`src/rtl/call_driver.sv`:
```
// call_driver: caller side of the start/done function-call handshake.
// Takes operand pairs on a valid/ready request port, issues one call at a
// time to a single callee, waits for its done (with an optional timeout) and
// queues each result in a first-word fall-through FIFO.
//
// Ports:
//   clk, reset                   clock, synchronous active-high reset
//   req_valid/req_ready/req_a/b  operand request port
//   callee_start/a/b             one-cycle call pulse and operands to callee
//   callee_result/done           callee completion (pulse or level)
//   res_valid/res_ready/res_data result FIFO head
//   busy                         not idle
//   err_timeout                  sticky timeout-abort flag
module call_driver #(
    parameter int WIDTH   = 32,
    parameter int DEPTH   = 4,
    parameter int TIMEOUT = 1024
) (
    input  logic             clk,
    input  logic             reset,
    input  logic             req_valid,
    output logic             req_ready,
    input  logic [WIDTH-1:0] req_a,
    input  logic [WIDTH-1:0] req_b,
    output logic             callee_start,
    output logic [WIDTH-1:0] callee_a,
    output logic [WIDTH-1:0] callee_b,
    input  logic [WIDTH-1:0] callee_result,
    input  logic             callee_done,
    output logic             res_valid,
    input  logic             res_ready,
    output logic [WIDTH-1:0] res_data,
    output logic             busy,
    output logic             err_timeout
);
    localparam int AW = $clog2(DEPTH);
    localparam int CW = AW + 1;
    localparam int TW = (TIMEOUT < 2) ? 1 : $clog2(TIMEOUT + 1);

    typedef enum logic [1:0] {IDLE, ISSUE, WAIT} state_t;

    state_t           state;
    logic [TW-1:0]    tcnt;
    logic [WIDTH-1:0] mem [DEPTH];
    logic [AW-1:0]    wptr, rptr;
    logic [CW-1:0]    count;
    logic             hs, push, pop;

    // A slot is reserved at admission: only one call is ever in flight and
    // the FIFO can only shrink meanwhile, so the WAIT push never overflows.
    assign req_ready = (state == IDLE) && (count < CW'(DEPTH));
    assign hs        = req_valid && req_ready;
    assign push      = (state == WAIT) && callee_done;
    assign pop       = res_valid && res_ready;
    assign res_valid = (count != '0);
    assign res_data  = res_valid ? mem[rptr] : '0;
    assign busy      = (state != IDLE);

    always_ff @(posedge clk) begin
        if (reset) begin
            state        <= IDLE;
            callee_start <= 1'b0;
            callee_a     <= '0;
            callee_b     <= '0;
            err_timeout  <= 1'b0;
            tcnt         <= '0;
        end else begin
            callee_start <= 1'b0;
            case (state)
                IDLE: if (hs) begin
                    callee_a     <= req_a;
                    callee_b     <= req_b;
                    callee_start <= 1'b1;   // high for the single ISSUE cycle
                    state        <= ISSUE;
                end
                ISSUE: begin
                    tcnt  <= '0;
                    state <= WAIT;
                end
                WAIT: begin
                    if (callee_done) begin
                        // done beats a simultaneous timeout
                        state <= IDLE;
                    end else begin
                        tcnt <= tcnt + TW'(1);
                        if (TIMEOUT != 0 && (tcnt + TW'(1)) == TW'(TIMEOUT)) begin
                            err_timeout <= 1'b1;
                            state       <= IDLE;
                        end
                    end
                end
                default: state <= IDLE;
            endcase
        end
    end

    // FIFO storage is not reset; res_data is masked to zero while empty.
    always_ff @(posedge clk) begin
        if (push) mem[wptr] <= callee_result;
    end

    always_ff @(posedge clk) begin
        if (reset) begin
            wptr  <= '0;
            rptr  <= '0;
            count <= '0;
        end else begin
            if (push) wptr <= wptr + AW'(1);
            if (pop)  rptr <= rptr + AW'(1);
            case ({push, pop})
                2'b10:   count <= count + CW'(1);
                2'b01:   count <= count - CW'(1);
                default: count <= count;
            endcase
        end
    end
endmodule

```
`config.mk`:
```
export PLATFORM = sky130hd
export DESIGN_NAME = call_driver
export DESIGN_NICKNAME = d
export VERILOG_FILES = /design/src/rtl/call_driver.sv
export SDC_FILE = /design/constraint.sdc
export NUM_CORES = 1
export LEC_CHECK = 0
export BUFFER_PORTS_ARGS = -buffer_cell sky130_fd_sc_hd__buf_4
export CORE_UTILIZATION = 35
export DETAILED_ROUTE_END_ITERATION = 10
export GPL_TIMING_DRIVEN = 0
export PLACE_DENSITY = 0.59
export SYNTH_ARGS = -nofsm -noshare
export SYNTH_HDL_FRONTEND = slang
export SYNTH_SLANG_ARGS = --single-unit
```
`constraint.sdc`:
```
create_clock -name clk -period 5.72 [get_ports clk]
set_input_delay 1.716 -clock clk [delete_from_list [all_inputs] [get_ports clk]]
set_output_delay 1.716 -clock clk [all_outputs]
set_load 0.02 [all_outputs]
```
==> results.tsv <==
metric	value	unit
post_cts_resized	0	
finalWorstSetupSlack	1.64	ns
first_iter_violations	241	
status	finished, final reports clean	
ant_nets	0	
die_w	157	µm
first_global_vias	5929	
crit_type	flip-flop to output port	
nNetsFinal	1000	
ios	202	
synth_top_area_share	45.7	%
place_congestion	0.793	
cts.sinks	216	
post_cts_buffers	0	
cp_data_required_time	4.00	ns
drv_slew	0	
core	0.0235	mm²
ctsHoldBuffers	0	
setup_viol	0	
fin_area	0.0112	mm²
fin_setup_tns	0	ns
grt-ovfl-total	0	
dp_hpwl	13.8	mm
hold_path_class	flip-flop to flip-flop	
yosysUniqueCellTypes	47	
yosys_warnings	0	
std_cell_rows	56	
drv.max_cap_violation_count	0	
drive_gt1_share	32.5	%
track_usage	16.5	%
p_per_area	330	mW/mm²
routed_via_density	4.71	
yosysMostFrequentCell	nand2_1	
syn_nets	772	
post-route-period-util	71.4	%
worst_pin_slew	0.892	ns
synth_area_per_cell	12.7	µm²
fmax	245	MHz
rsz0062_at_grt	no	
diodes	0	
preCtsSetupSlack	2.11	ns
cts_buffers	24	
hold_viol	0	
total_power	3.69	mW
h-tree-depth	1	
cp-start-kind	flip-flop	
area_delta_synth_final	32.8	%
synth-edff-count	128	
synth-seq-cells	216	
relSlewSlack	40.5	%
cp_max_fo	10	
start_util	35.7	%
synthFlopType	edfxtp_1	
finClkSkew	0.0208	ns
drt-wirelength-per-cell	16.3	µm
grt_pass1_wl	31.7	mm
synthCells	664	
synth_area_leader_cell	edfxtp_1	
grt_max_degree	33	
period_minus_slack	4.08	ns
cp-end-kind	output port	
die_h	157	µm
ys_seq_area_share	66.6	%
cts_buffer_depth	3	
antenna_found_initial	0	
remaining_drc_errors	0	
cp.arrival	2.37	ns
async_flop_share	0	%
vias	5790	
wirelength	20.0	mm
die_area	0.0247	mm²
port_buffers	200	
synth_area_leaders	edfxtp_1, dfxtp_1, mux4_2, nand2_1, a21oi_1	
synth_area	0.00841	mm²
ir_worst_vdd	0.306	mV
fillers	2204	
clock_latency	0.51	ns
yosys-top-cells-count	nand2_1, edfxtp_1, dfxtp_1	
path_clk_slew	0.06	ns
leakage	4.15	nW
cts_tree	yes	
place_area	0.0104	mm²
cts_root_buf	clkbuf_16	
first_pass_iters	4	
==> layout make-up <==
type                            instances  area, µm²  area share (%)
Inverter                               11       41.3           0.369
Multi-Input combinational cell        390       2570            23.0
Clock buffer                           27        633            5.67
Timing Repair Buffer                  202       1540            13.8
Sequential cell                       216       5610            50.2
Buffer                                 47        196            1.76
Tap cell                              319        399            3.57
Clock inverter                         16        184            1.65
==> cell usage in the layout (no fill, tap or decap), types with 12 or more instances in the layout <==
| cell | netlist | final |
|---|---|---|
| nand2_1 | 151 | 151 |
| buf_4 | 1 | 201 |
| clkbuf_1 | 30 | 32 |
| buf_2 | 12 | 12 |
| mux4_2 | 32 | 32 |
| a21oi_1 | 74 | 74 |
| edfxtp_1 | 128 | 128 |
| dfxtp_1 | 88 | 88 |
| and2_1 | 42 | 38 |
| clkbuf_16 | 0 | 25 |
| nor2_1 | 19 | 19 |
==> cells by family after synthesis <==
group           count (synthesis)  share of synthesized area (%)
buf+inv                        58                           2.83
simple gates                  238                           12.7
compound gates                102                           6.89
xor+xnor                        7                          0.729
fa+ha+maj                       7                           1.13
mux                            36                           9.07
flops                         216                           66.6
==> power by group <==
| part | switching [mW] | leakage [nW] | internal [mW] |
|---|---|---|---|
| logic | 0.227 | 1.90 | 0.182 |
| clock network | 0.602 | 0.380 | 0.972 |
| registers | 0.0195 | 1.87 | 1.69 |
==> worst max-delay path, cell delays in order (launching register included) <==
cell and delay, ns:
dfxtp_1 0.30, clkbuf_1 0.24, buf_2 0.40, mux4_2 0.55, and2_1 0.20, buf_4 0.16
==> per-layer routing <==
layer | global-route usage [%] | part of all wire (%)
met5 | 0 | 0
met4 | 4.44 | 1.6
met3 | 6.06 | 9.5
met2 | 27.7 | 48
met1 | 19.9 | 41
==> flip-flops by register name, indices dropped and copies added (netlist names), named ones only <==
name	count
callee_a	32
callee_b	32
callee_start	1
count	3
err_timeout	1
mem	128
rptr	2
state	2
tcnt	11
wptr	2
==> final timing paths <==
kind	start	endpoint	slack, ns	cells after the start
max	flip-flop	res_data[26]	1.64	5
min	callee_b[7]	callee_b[7]	0.45	2
max reg2reg	count[2]	count[2]	3.30	9
min reg2reg	callee_b[7]	callee_b[7]	0.45	2
==> per-stage QoR <==
stage          hold slack, ns  utilization, %  std cells
2_1_floorplan           0.466               -        664
3_3_place_gp            0.443            43.8       1183
3_5_place_dp            0.447            44.0       1185
4_1_cts                 0.455            47.5       1228
5_1_grt                 0.471            47.5       1228
6_report                0.453            47.5       1228
Power figures use the tool's default switching activity.
